### src/rtl/line_clear.sv
// Clears full rows from a block-stacking game board held in an external synchronous RAM.
// Scans from the bottom row up. When it finds a full row, it shifts every row above it down by one.
module line_clear #(
  parameter int unsigned BOARD_W = 10,
  parameter int unsigned BOARD_H = 20
) (
  input  logic       clk,
  input  logic       reset_n,
  input  logic       go,
  input  logic [5:0] ram_q,
  output logic [7:0] ram_addr,
  output logic       ram_wren,
  output logic [5:0] ram_data,
  output logic       busy,
  output logic       complete,
  output logic [2:0] lines_cleared
);

  typedef enum logic [2:0] {
    StIdle,
    StScanRd,
    StScanChk,
    StShiftRd,
    StShiftWr,
    StClearTop,
    StDone
  } state_e;

  localparam logic [4:0] LastRow = 5'(BOARD_H - 1);
  localparam logic [3:0] LastCol = 4'(BOARD_W - 1);

  state_e     state_q, state_d;
  logic [4:0] row_q, row_d;
  logic [4:0] srow_q, srow_d;
  logic [3:0] col_q, col_d;
  logic [2:0] lines_q, lines_d;
  logic [7:0] addr_d;

  function automatic logic [7:0] cell_addr(input logic [4:0] r, input logic [3:0] c);
    int unsigned a;
    a = 32'(r) * BOARD_W + 32'(c);
    return a[7:0];
  endfunction

  always_comb begin
    state_d = state_q;
    row_d   = row_q;
    srow_d  = srow_q;
    col_d   = col_q;
    lines_d = lines_q;
    unique case (state_q)
      StIdle: begin
        if (go) begin
          state_d = StScanRd;
          row_d   = LastRow;
          col_d   = '0;
          lines_d = '0;
        end
      end
      StScanRd: state_d = StScanChk;
      StScanChk: begin
        if (ram_q == '0) begin
          if (row_q == '0) begin
            state_d = StDone;
          end else begin
            row_d   = row_q - 5'd1;
            col_d   = '0;
            state_d = StScanRd;
          end
        end else if (col_q < LastCol) begin
          col_d   = col_q + 4'd1;
          state_d = StScanRd;
        end else begin
          if (lines_q != 3'd7) lines_d = lines_q + 3'd1;
          srow_d  = row_q;
          col_d   = '0;
          state_d = (row_q == '0) ? StClearTop : StShiftRd;
        end
      end
      StShiftRd: state_d = StShiftWr;
      StShiftWr: begin
        if (col_q < LastCol) begin
          col_d   = col_q + 4'd1;
          state_d = StShiftRd;
        end else if (srow_q > 5'd1) begin
          srow_d  = srow_q - 5'd1;
          col_d   = '0;
          state_d = StShiftRd;
        end else begin
          col_d   = '0;
          state_d = StClearTop;
        end
      end
      StClearTop: begin
        if (col_q == LastCol) begin
          // Row is left as is so the row just pulled down gets rescanned.
          col_d   = '0;
          state_d = StScanRd;
        end else begin
          col_d = col_q + 4'd1;
        end
      end
      StDone:  state_d = StIdle;
      default: state_d = StIdle;
    endcase
  end

  // Outputs are registered from the next-state values so they line up with state_q.
  always_comb begin
    addr_d = '0;
    unique case (state_d)
      StScanRd, StScanChk: addr_d = cell_addr(row_d, col_d);
      StShiftRd:           addr_d = cell_addr(srow_d - 5'd1, col_d);
      StShiftWr:           addr_d = cell_addr(srow_d, col_d);
      StClearTop:          addr_d = cell_addr(5'd0, col_d);
      default:             addr_d = '0;
    endcase
  end

  always_ff @(posedge clk or negedge reset_n) begin
    if (!reset_n) begin
      state_q  <= StIdle;
      row_q    <= '0;
      srow_q   <= '0;
      col_q    <= '0;
      lines_q  <= '0;
      ram_addr <= '0;
      ram_wren <= 1'b0;
      busy     <= 1'b0;
      complete <= 1'b0;
    end else begin
      state_q  <= state_d;
      row_q    <= row_d;
      srow_q   <= srow_d;
      col_q    <= col_d;
      lines_q  <= lines_d;
      ram_addr <= addr_d;
      ram_wren <= (state_d == StShiftWr) || (state_d == StClearTop);
      busy     <= (state_d != StIdle);
      complete <= (state_d == StDone);
    end
  end

  // Read data for the row above arrives in the write cycle, so it passes straight through.
  assign ram_data      = (state_q == StShiftWr) ? ram_q : 6'd0;
  assign lines_cleared = lines_q;

endmodule

### config.mk
export PLATFORM = sky130hd
export DESIGN_NAME = line_clear
export DESIGN_NICKNAME = d
export VERILOG_FILES = /design/src/rtl/line_clear.sv
export SDC_FILE = /design/constraint.sdc
export NUM_CORES = 1
export LEC_CHECK = 0
export BUFFER_PORTS_ARGS = -buffer_cell sky130_fd_sc_hd__buf_2
export CAP_MARGIN = 10
export CELL_PAD_IN_SITES_DETAIL_PLACEMENT = 1
export CELL_PAD_IN_SITES_GLOBAL_PLACEMENT = 1
export CORE_MARGIN = 2
export CORE_UTILIZATION = 38
export CTS_BUF_LIST = sky130_fd_sc_hd__clkbuf_16
export DETAILED_ROUTE_END_ITERATION = 8
export PLACE_DENSITY = 0.67
export SLEW_MARGIN = 25
export SYNTH_ARGS = -nofsm -noshare
export SYNTH_HDL_FRONTEND = slang
export SYNTH_SLANG_ARGS = --single-unit
export TNS_END_PERCENT = 20
### constraint.sdc
create_clock -name clk -period 8.99 [get_ports clk]
set_input_delay 1.798 -clock clk [delete_from_list [all_inputs] [get_ports clk]]
set_output_delay 1.798 -clock clk [all_outputs]
set_load 0.05 [all_outputs]
==> results of run 1 <==
[layer usage]
metal | part of all wire, % | global-route usage (%) | vias to the layer above
met5 | 0 | 0 | -
met4 | 1.6 | 6.06 | 0
met3 | 2.5 | 3.02 | 7
met2 | 49 | 34.2 | 38
met1 | 47 | 26.2 | 1058
li1 | - | - | 1056
[registers in the layout, indices dropped and copies added, names as in the netlist]
signal and flops:
col_q 4, row_q 5, ram_addr 8, ram_wren 1, state_q 3, complete 1, lines_cleared 3, busy 1
srow_q 5
[final timing paths]
kind,slack [ps],startpoint,to
worst max-delay path,3010,ram_q[0],ram_addr[7]
max in group asynchronous,6950,reset_n,ram_addr[1]
worst min-delay path,540,lines_cleared[1],lines_cleared[1]
min in group asynchronous,1570,reset_n,lines_cleared[0]
worst max register to register,3760,state_q[2],ram_addr[7]
worst min register to register,540,lines_cleared[1],lines_cleared[1]
[power by group through the flow]
stage | registers, W | logic [W] | clock network, W
final | 0.000225 | 0.000722 | 0.000159
after global routing | 0.000231 | 0.000807 | 0.000170
after CTS | 0.000225 | 0.000729 | 0.000162
after detailed placement | 0.000226 | 0.000721 | 0
after global placement | 0.000226 | 0.000705 | 0
after floorplan | 0.000289 | 0.000482 | 0
[synthesized netlist by cell type (all sizes together) (3+ instances only)]
master,number,area (µm²)
dfrtp,31,776
ha,30,375
inv,26,97.6
nor2,24,90.1
nand2,22,82.6
a21oi,16,87.6
o21ai,14,70.1
and2,12,75.1
xnor2,11,96.3
o22ai,7,43.8
a21o,5,37.5
nand3,5,25.0
fa,4,80.1
nor3,4,20.0
xor2,4,35.0
a221o,3,30.0
a22oi,3,22.5
a31oi,3,25.0
clkbuf,3,11.3
nand2b,3,18.8
nor2b,3,18.8
nor3b,3,32.5
nor4,3,18.8
o211ai,3,36.3
[layout by cell type, fill, tap and decap left out, types with 3 or more instances in the layout]
| cell type | Yosys | final |
|---|---|---|
| dfrtp_1 | 31 | 31 |
| ha_1 | 30 | 30 |
| buf_2 | 1 | 28 |
| inv_1 | 26 | 26 |
| nor2_1 | 24 | 24 |
| nand2_1 | 22 | 22 |
| a21oi_1 | 14 | 14 |
| o21ai_0 | 13 | 13 |
| and2_1 | 12 | 12 |
| xnor2_1 | 11 | 11 |
| o22ai_1 | 7 | 7 |
| nand3_1 | 5 | 5 |
| a21o_1 | 5 | 5 |
| clkbuf_16 | 0 | 5 |
| nor3_1 | 4 | 4 |
| xor2_1 | 4 | 4 |
| fa_1 | 4 | 4 |
| nor4_1 | 3 | 3 |
| nor2b_1 | 3 | 3 |
| nand2b_1 | 3 | 3 |
| a221o_1 | 3 | 3 |
| a22oi_1 | 3 | 3 |
[cell type report]
cell class	instances	area, µm²
fill	755	3490
multi-input combinational	215	1610
sequential	31	776
timing repair buffer	28	140
clock buffer	5	125
inverter	26	97.6
tap	77	96.3
clock inverter	2	8.76
[metrics by stage]
step	area, µm²	hold WS [ps]	instances	power, W
after floorplan	2500	523	276	0.000772
after global placement	2720	520	377	0.000931
after detailed placement	2720	538	377	0.000947
after CTS	2860	550	384	0.00112
after global routing	2860	598	384	0.00121
final	2860	539	384	0.00110
[cells by family (layout without fill, tap and decap cells)]
kind of cell	Yosys count	in the layout	share of synthesized area, %
simple gates	91	91	19.0
xor+xnor	15	15	5.25
fa+ha+maj	34	34	18.2
compound gates	73	73	21.3
buf+inv	30	61	4.55
flops	31	31	31.0
mux	2	2	0.800
[critical path, delay by kind of cell]
family	cells	cell delay [ps]
xor gates and xnor gates	1	120
and+or+nand+nor	8	2060
buffers and inverters	3	290
adders and majority gates	3	820
AOI/OAI and AO/OA	6	1030
==> impl_metrics.py, run 1 <==
metrics = {
    "floorplanning": {
        "core-area_um2": 6350,
        "die_x_um": 85.2,
        "fp.dieH_um": 85.2,
        "rows": 29,
        "die_area_um2": 7250,
        "start_util_pct": 39.4,
        "ioPinCount": 29,
    },
    "synth": {
        "synth_warnings": 0,
        "ys_types": 56,
        "synth_ff_type": "dfrtp_1",
        "synthesis.nets": 319,
        "ys_ff_latch": 31,
        "synth.avg_cell_area_um2": 9.07,
        "seq_area_frac_synth_pct": 31.0,
        "syn_area_um2": 2500,
        "synthArstFlopShare_pct": 100,
        "synth_edf_count": 0,
        "syn_inst": 276,
    },
    "placement": {
        "io_buffers": 28,
        "place_ws_ps": 2770,
        "place_congestion": 0.833,
        "place_hpwl_um": 5300,
    },
    "finish": {
        "syn_to_final_growth_pct": 14.2,
        "drive_gt1_share_pct": 15.6,
        "fin_util_pct": 45.0,
        "antennaDiodeCount": 0,
        "final_nets": 350,
    },
    "setup_path": {
        "worstPathArrival_ps": 6120,
        "crit_path_cell_trace": "buf_2, nor4_1, nand2_1, nand3_1, and2_1, a221o_1, inv_1, ha_1, inv_1, a211o_1, nor2_1, xnor2_1, ha_1, ha_1, a21o_1, a21o_1, and3_1, or4_4, a21oi_2, o21ai_0, nor3b_2",
        "critPathRequiredTime_ps": 9130,
        "crit_top_cell": "ha_1",
        "endpoint_kind": "flop",
        "slowest_stage": "nor4_1",
        "rr_worst_depth": 18,
        "critical_path_class": "in -> reg",
        "cp_max_fo": 7,
        "setup.worst_path.start_class": "primary input",
        "cpPeakStageDelay_ps": 550,
    },
    "cts": {
        "cts_buffers": 5,
        "cts_hold_buf": 0,
        "cts_tree": "built",
        "cts_root_buf": "clkbuf_16",
        "clkTransAtPathRegs_ps": 60,
        "clk_latency_ps": 280,
        "cts_setup_buffers": 0,
        "ctsHtreeMaxLevel": 2,
        "cts_resized": 0,
        "cts.sinks": 31,
        "cts_max_path_buffers": 2,
    },
    "timing": {
        "finalCritPeriodShare_pct": 66.6,
        "period_needed_ps": 5980,
        "finalSetupViolations": 0,
        "worstMarginPinSlew_ps": 878,
        "rsz0062_at_grt": "false",
        "final.setup.tns_ps": 0,
        "report.final.slew_viol_count": 0,
        "hold_violations": 0,
        "slew_headroom_pct": 40.6,
        "fin_skew_ps": 7.70,
        "timing.fmax_mhz": 167,
        "fin_ws_ps": 3010,
    },
    "job": {
        "maxCapViolCount": 0,
    },
    "pwr": {
        "power_density_nw_per_um2": 387,
        "switchingPower_w": 0.000550,
        "pwr-share-clk_pct": 14.4,
        "cellLeakagePower_nw": 1.33,
        "irDropWorstVdd_mv": 0.182,
        "combPwrFrac_pct": 65.3,
        "share_seq_of_total_power_pct": 20.3,
        "switching_share_pct": 49.8,
        "internal-power_w": 0.000555,
    },
    "routing": {
        "final_antenna_net_count": 0,
        "drtIter0Drc": 99,
        "vias": 2159,
        "routed_wl_um": 6670,
        "wl_per_cell_um": 17.4,
        "via_per_inst": 5.62,
        "drt_pass1_iterations": 4,
        "drcViolationCount": 0,
    },
    "grt": {
        "grt_pass1_vias": 2276,
        "grt-ovfl-total": 0,
        "antenna_found_initial": 0,
        "grt.total_usage_pct": 20.1,
        "grt_pass1_wl_um": 11500,
        "grt_max_degree": 32,
    },
    "hold_path": {
        "hold_depth": 2,
        "min_path_type": "reg -> reg",
    },
    "outcome": {
        "status": "finished, final reports clean",
    },
}
No activity file was read; power rests on OpenSTA's default activity.
==> run 2: changes to the inputs <==
--- a/config.mk
+++ b/config.mk
@@ -5,6 +5,7 @@
 export SDC_FILE = /design/constraint.sdc
 export NUM_CORES = 1
 export LEC_CHECK = 0
+export ABC_AREA = 1
 export BUFFER_PORTS_ARGS = -buffer_cell sky130_fd_sc_hd__buf_2
 export CAP_MARGIN = 10
 export CELL_PAD_IN_SITES_DETAIL_PLACEMENT = 1
@@ -13,7 +14,7 @@
 export CORE_UTILIZATION = 38
 export CTS_BUF_LIST = sky130_fd_sc_hd__clkbuf_16
 export DETAILED_ROUTE_END_ITERATION = 8
-export PLACE_DENSITY = 0.67
+export PLACE_DENSITY = 0.69
 export SLEW_MARGIN = 25
 export SYNTH_ARGS = -nofsm -noshare
 export SYNTH_HDL_FRONTEND = slang
==> constraint.sdc (replaced) <==
create_clock -name clk -period 6 [get_ports clk]
set_input_delay 1.2 -clock clk [delete_from_list [all_inputs] [get_ports clk]]
set_output_delay 1.2 -clock clk [all_outputs]
set_load 0.05 [all_outputs]
==> impl_metrics.py, run 2 <==
metrics = {
    "floorplanning": {
        "die_area_um2": 7940,
        "core-area_um2": 7140,
        "ioPinCount": 29,
        "start_util_pct": 38.6,
        "die_x_um": 89.1,
        "fp.dieH_um": 89.1,
        "rows": 31,
    },
    "synth": {
        "synth_ff_type": "dfrtp_1",
        "synth_area_leaders": "dfrtp_1 (28%), ha_1 (14%), nand2_1 (8.9%)",
        "synth_top_area_share_pct": 28.2,
        "ys_types": 44,
        "yosys.area_share.simple_pct": 31.1,
        "synth_top_area_cell": "dfrtp_1",
        "synthArstFlopShare_pct": 100,
        "synth-compound-area-share_pct": 11.9,
        "muxShareOfSynthArea_pct": 0,
        "syn_inst": 349,
        "ys_ff_latch": 31,
        "synth_edf_count": 0,
        "synth.most_common_cell": "nand2_1",
        "synth_top_family_by_area": "simple AND/OR/NAND/NOR gates",
        "seq_area_frac_synth_pct": 28.2,
        "synth_common_cells": "nand2_1 (65), inv_1 (54), nor2_1 (34)",
        "syn_area_um2": 2750,
        "synth.avg_cell_area_um2": 7.89,
        "synthesis.nets": 392,
        "synthAdderAreaFrac_pct": 16.5,
        "synth_warnings": 0,
        "synth_xor_area_share_pct": 2.86,
    },
    "hold_path": {
        "min_path_type": "reg -> reg",
    },
    "grt": {
        "grt-ovfl-total": 0,
        "antenna_found_initial": 0,
        "grt_pass1_vias": 2451,
        "grt.total_usage_pct": 19.6,
        "grt_max_degree": 32,
        "grt_pass1_wl_um": 11900,
    },
    "cts": {
        "clkTransAtPathRegs_ps": 50,
        "ctsHtreeMaxLevel": 2,
        "cts_buffers": 5,
        "cts_hold_buf": 0,
        "cts_setup_buffers": 0,
        "cts_root_buf": "clkbuf_16",
        "cts_resized": 0,
        "cts_max_path_buffers": 2,
        "clk_latency_ps": 280,
        "cts_tree": "built",
        "cts.sinks": 31,
    },
    "timing": {
        "timing.fmax_mhz": 233,
        "hold_violations": 0,
        "final.setup.tns_ps": 0,
        "finalSetupViolations": 0,
        "finalCritPeriodShare_pct": 71.5,
        "rsz0062_at_grt": "false",
        "worstMarginPinSlew_ps": 741,
        "period_needed_ps": 4290,
        "fin_skew_ps": 2.74,
        "hold-worst-slack_ps": 450,
        "slew_headroom_pct": 50.6,
        "report.final.slew_viol_count": 0,
    },
    "setup_path": {
        "cp_max_fo": 6,
        "setup.worst_path.start_class": "primary input",
        "worstPathArrival_ps": 4460,
        "regToRegSetupSlack_ps": 1970,
        "endpoint_kind": "flop",
        "cp-endpoint": "ram_addr[7]",
        "critPathRequiredTime_ps": 6170,
        "rr_worst_depth": 21,
        "r2r-start": "col_q[0]",
        "r2r-end": "ram_addr[7]",
        "setup.worst_path.start": "ram_q[0]",
        "critical_path_class": "in -> reg",
    },
    "finish": {
        "drive_gt1_share_pct": 22.4,
        "final_common_cell": "nand2_1",
        "top_register": "ram_addr",
        "largest_reg_flops": 8,
        "fin_util_pct": 44.5,
        "most-common-layout-cells": "nand2_1 (65), inv_1 (54), nor2_1 (34)",
        "antennaDiodeCount": 0,
        "top_regs": "ram_addr (8), row_q (5), srow_q (5)",
        "syn_to_final_growth_pct": 15.3,
        "final_nets": 426,
    },
    "pwr": {
        "internal-power_w": 0.000912,
        "cellLeakagePower_nw": 1.65,
        "share_seq_of_total_power_pct": 16.4,
        "switching_share_pct": 52.1,
        "combPwrFrac_pct": 68.5,
        "switchingPower_w": 0.000992,
        "pwr-share-clk_pct": 15.0,
        "power_density_nw_per_um2": 600,
        "irDropWorstVdd_mv": 0.324,
    },
    "routing": {
        "vias": 2359,
        "routed_wl_um": 6890,
        "drt_pass1_iterations": 4,
        "wl_met1_um": 3280,
        "via_per_inst": 4.88,
        "wl_met2_um": 3290,
        "drcViolationCount": 0,
        "wl_per_cell_um": 14.3,
        "final_antenna_net_count": 0,
        "drtIter0Drc": 124,
        "top_layer": "met4",
        "dr_wl_met3_um": 142,
    },
    "job": {
        "maxCapViolCount": 0,
    },
    "placement": {
        "io_buffers": 28,
        "place_hpwl_um": 5570,
        "place_congestion": 0.863,
    },
    "outcome": {
        "status": "finished, final reports clean",
    },
}
[run 2: cell count changes after synthesis, sizes merged, moves of 4 or more]
cell | before | now
a21o | 5 | 0
nand2 | 22 | 79
and2 | 12 | 1
nor2 | 24 | 42
inv | 26 | 65
o22ai | 7 | 3
a21oi | 16 | 12
nand3 | 5 | 26
xnor2 | 11 | 1
xor2 | 4 | 8
[run 2: critical path, cell delays in order]
cell and delay [ps]:
buf_2 100, nor2_1 170, nand3_2 200, nand2_4 160, nor2_4 50, inv_2 70, o22ai_1 80, a21oi_2 230
inv_1 130, nor3_2 140, xor2_1 250, ha_1 280, ha_1 230, fa_1 380, xor2_1 170, nand3_1 80
nand2_1 60, o21bai_2 200, nand4_1 100, nand3_1 90, nand2_1 60, nor2_1 40
[run 2: power groups by stage]
| stage | registers [W] | logic (W) | clock network, W |
|---|---|---|---|
| after floorplan | 0.000431 | 0.000916 | 0 |
| after global placement | 0.000315 | 0.00129 | 0 |
| after detailed placement | 0.000317 | 0.00132 | 0 |
| after CTS | 0.000314 | 0.00133 | 0.000293 |
| after global routing | 0.000323 | 0.00149 | 0.000304 |
| final | 0.000313 | 0.00131 | 0.000286 |
[run 2: area by class of cell]
cell class,count,area (µm²)
fillers,923,3960
multi-input cells,251,1720
flip-flops and latches,31,776
inverters,66,253
repair buffers,28,140
clock buffers,5,125
well taps,99,124
clock inverters,3,38.8
[run 2: how the worst min path moves through the flow]
stage              from       end  slack [ps]  cells after the start
2_1_floorplan  row_q[4]  complete         410                      1
3_3_place_gp   row_q[4]  complete         440                      1
3_5_place_dp   row_q[4]  complete         430                      1
4_1_cts        row_q[4]  complete         460                      1
5_1_grt        row_q[4]  complete         470                      1
6_report       row_q[4]  complete         450                      1
[run 2: layer usage]
layer  global-route usage [%]  vias to the layer above
met2                     32.7                       29
met4                     7.06                        0
met1                     25.6                     1128
met3                     3.05                       12
li1                         -                     1190
met5                        0                        -
[run 2: kinds of logic (layout without fill, tap and decap cells)]
kind of cell / count (synthesis) / in the layout
simple gates: 161 / 161
buf+inv: 67 / 102
compound gates: 47 / 47
fa+ha+maj: 34 / 34
flops: 31 / 31
xor+xnor: 9 / 9
[run 2: per-stage QoR]
step	area (µm²)	worst slack [ps]	instances	power, W
floorplan	2750	1920	349	0.00135
global placement	3010	1510	475	0.00160
detailed placement	3010	1390	475	0.00163
CTS	3170	1660	483	0.00193
global route	3170	1360	483	0.00212
finish	3170	1710	483	0.00190
==> run 3: changes to the inputs <==
==> constraint.sdc (replaced) <==
create_clock -name clk -period 4 [get_ports clk]
set_input_delay 0.8 -clock clk [delete_from_list [all_inputs] [get_ports clk]]
set_output_delay 0.8 -clock clk [all_outputs]
set_load 0.05 [all_outputs]
==> impl_metrics.py, run 3 (synthesis gave the netlist of run 2 again) <==
metrics = {
    "outcome": {
        "status": "finished, final reports clean",
    },
    "floorplanning": {
        "core-area_um2": 7140,
        "start_util_pct": 38.6,
        "die_area_um2": 7940,
        "ioPinCount": 29,
        "rows": 31,
        "fp.dieH_um": 89.1,
        "die_x_um": 89.1,
    },
    "routing": {
        "drt_pass1_iterations": 4,
        "drtIter0Drc": 71,
        "vias": 2428,
        "drcViolationCount": 0,
        "final_antenna_net_count": 0,
        "wl_per_cell_um": 14.5,
        "routed_wl_um": 7190,
        "via_per_inst": 4.89,
    },
    "setup_path": {
        "critical_path_class": "in -> reg",
        "setup.worst_path.start_class": "primary input",
        "worstPathArrival_ps": 3870,
        "endpoint_kind": "flop",
        "critPathRequiredTime_ps": 4170,
        "cp_max_fo": 4,
    },
    "finish": {
        "most-common-layout-cells": "nand2_1 (64), inv_1 (53), nor2_1 (32)",
        "antennaDiodeCount": 0,
        "final_nets": 440,
        "design_area_um2": 3300,
        "top_register": "ram_addr",
        "syn_to_final_growth_pct": 19.8,
        "largest_reg_flops": 8,
        "final_common_cell": "nand2_1",
        "top_regs": "ram_addr (8), row_q (5), srow_q (5)",
        "drive_gt1_share_pct": 26.6,
    },
    "pwr": {
        "cellLeakagePower_nw": 1.72,
        "irDropWorstVdd_mv": 0.502,
        "power_w": 0.00295,
        "power_density_nw_per_um2": 894,
    },
    "timing": {
        "fin_skew_ps": 8.12,
        "hold_violations": 0,
        "worstMarginPinSlew_ps": 711,
        "final.setup.tns_ps": 0,
        "finalSetupViolations": 0,
        "slew_headroom_pct": 52.6,
        "timing.fmax_mhz": 271,
        "rsz0062_at_grt": "false",
        "finalCritPeriodShare_pct": 92.3,
        "report.final.slew_viol_count": 0,
        "period_needed_ps": 3690,
    },
    "cts": {
        "cts_root_buf": "clkbuf_16",
        "clkTransAtPathRegs_ps": 50,
        "cts.sinks": 31,
        "ctsHtreeMaxLevel": 2,
        "clk_latency_ps": 290,
        "cts_tree": "built",
        "cts_buffers": 5,
        "cts_max_path_buffers": 2,
    },
    "placement": {
        "place_congestion": 0.876,
        "placed_area_um2": 3070,
        "place_hpwl_um": 5860,
        "io_buffers": 28,
    },
    "grt": {
        "grt-ovfl-total": 0,
        "grt_pass1_vias": 2509,
        "grt_max_degree": 32,
        "grt.total_usage_pct": 19.4,
        "grt_pass1_wl_um": 11800,
        "antenna_found_initial": 0,
    },
    "hold_path": {
        "min_path_type": "reg -> reg",
    },
    "job": {
        "maxCapViolCount": 0,
    },
}
## run 3: cell types whose count changed in the layout (fill, tap and decap cells not counted), moves of 2 or more
| cell | before | now |
|---|---|---|
| ha_2 | 0 | 2 |
| nor2_2 | 4 | 6 |
| buf_4 | 0 | 14 |
| nor2_1 | 34 | 32 |
| ha_1 | 30 | 28 |
## run 3: layout make-up
type                       instances  area (µm²)
fill                             940        3840
multi-input combinational        251        1740
sequential                        31         776
inverter                          66         253
timing repair buffer              42         245
clock buffer                       5         125
tap                               99         124
clock inverter                     3        38.8
## run 3: worst max-delay path, stage by stage
cell and delay, ps:
buf_2 100, nor2_1 170, nand3_2 130, nand2_4 130, nor2_4 50, inv_2 70, o22ai_1 110, a21oi_4 160
inv_2 70, nor3_2 170, xor2_1 240, ha_1 270, ha_1 230, fa_1 380, xor2_1 170, nand3_1 80
nand2_1 50, o21bai_2 200, nand4_1 120, nand3_1 80, nand2_1 70, nor2_1 40
## run 3: worst paths after layout
kind,start,to,slack [ps],cells past startpoint
worst max register to register,col_q[1],ram_addr[7],320,23
worst min-delay path,row_q[4],complete,430,1
worst min register to register,row_q[4],complete,430,1
worst max-delay path,ram_q[2],ram_addr[7],310,22
max in group asynchronous,reset_n,ram_addr[4],2970,1
min in group asynchronous,reset_n,lines_cleared[1],570,1
## run 3: layer usage
layer,GRT usage (%),vias up,wire (µm)
li1,-,1220,-
met1,24.4,1180,3380
met2,35.1,22,3610
met3,3.05,6,116
met4,3.66,0,74
met5,0,-,0
## run 3: per-stage QoR
step / std cells / utilization, % / hold WS (ps) / worst slack, ps
2_1_floorplan: 349 / - / 409 / 320
3_3_place_gp: 483 / 43.0 / 421 / 131
3_5_place_dp: 483 / 43.0 / 425 / 50.2
4_1_cts: 491 / 45.3 / 432 / 179
5_1_grt: 497 / 46.2 / 457 / 7.22
6_report: 497 / 46.2 / 428 / 308
## run 3: power by group
part / internal [W] / switching [W] / total, W
sequential: 0.000416 / 0.0000492 / 0.000465
clock: 0.000290 / 0.000148 / 0.000438
combinational: 0.000713 / 0.00133 / 0.00205
## run 3: timing repair
action / 4_1_cts / 5_1_grt
buffers inserted: 0 / 6
setup endpoints to repair: 0 / 3
gates resized for setup: 0 / 8
hold buffers: 0 / 0
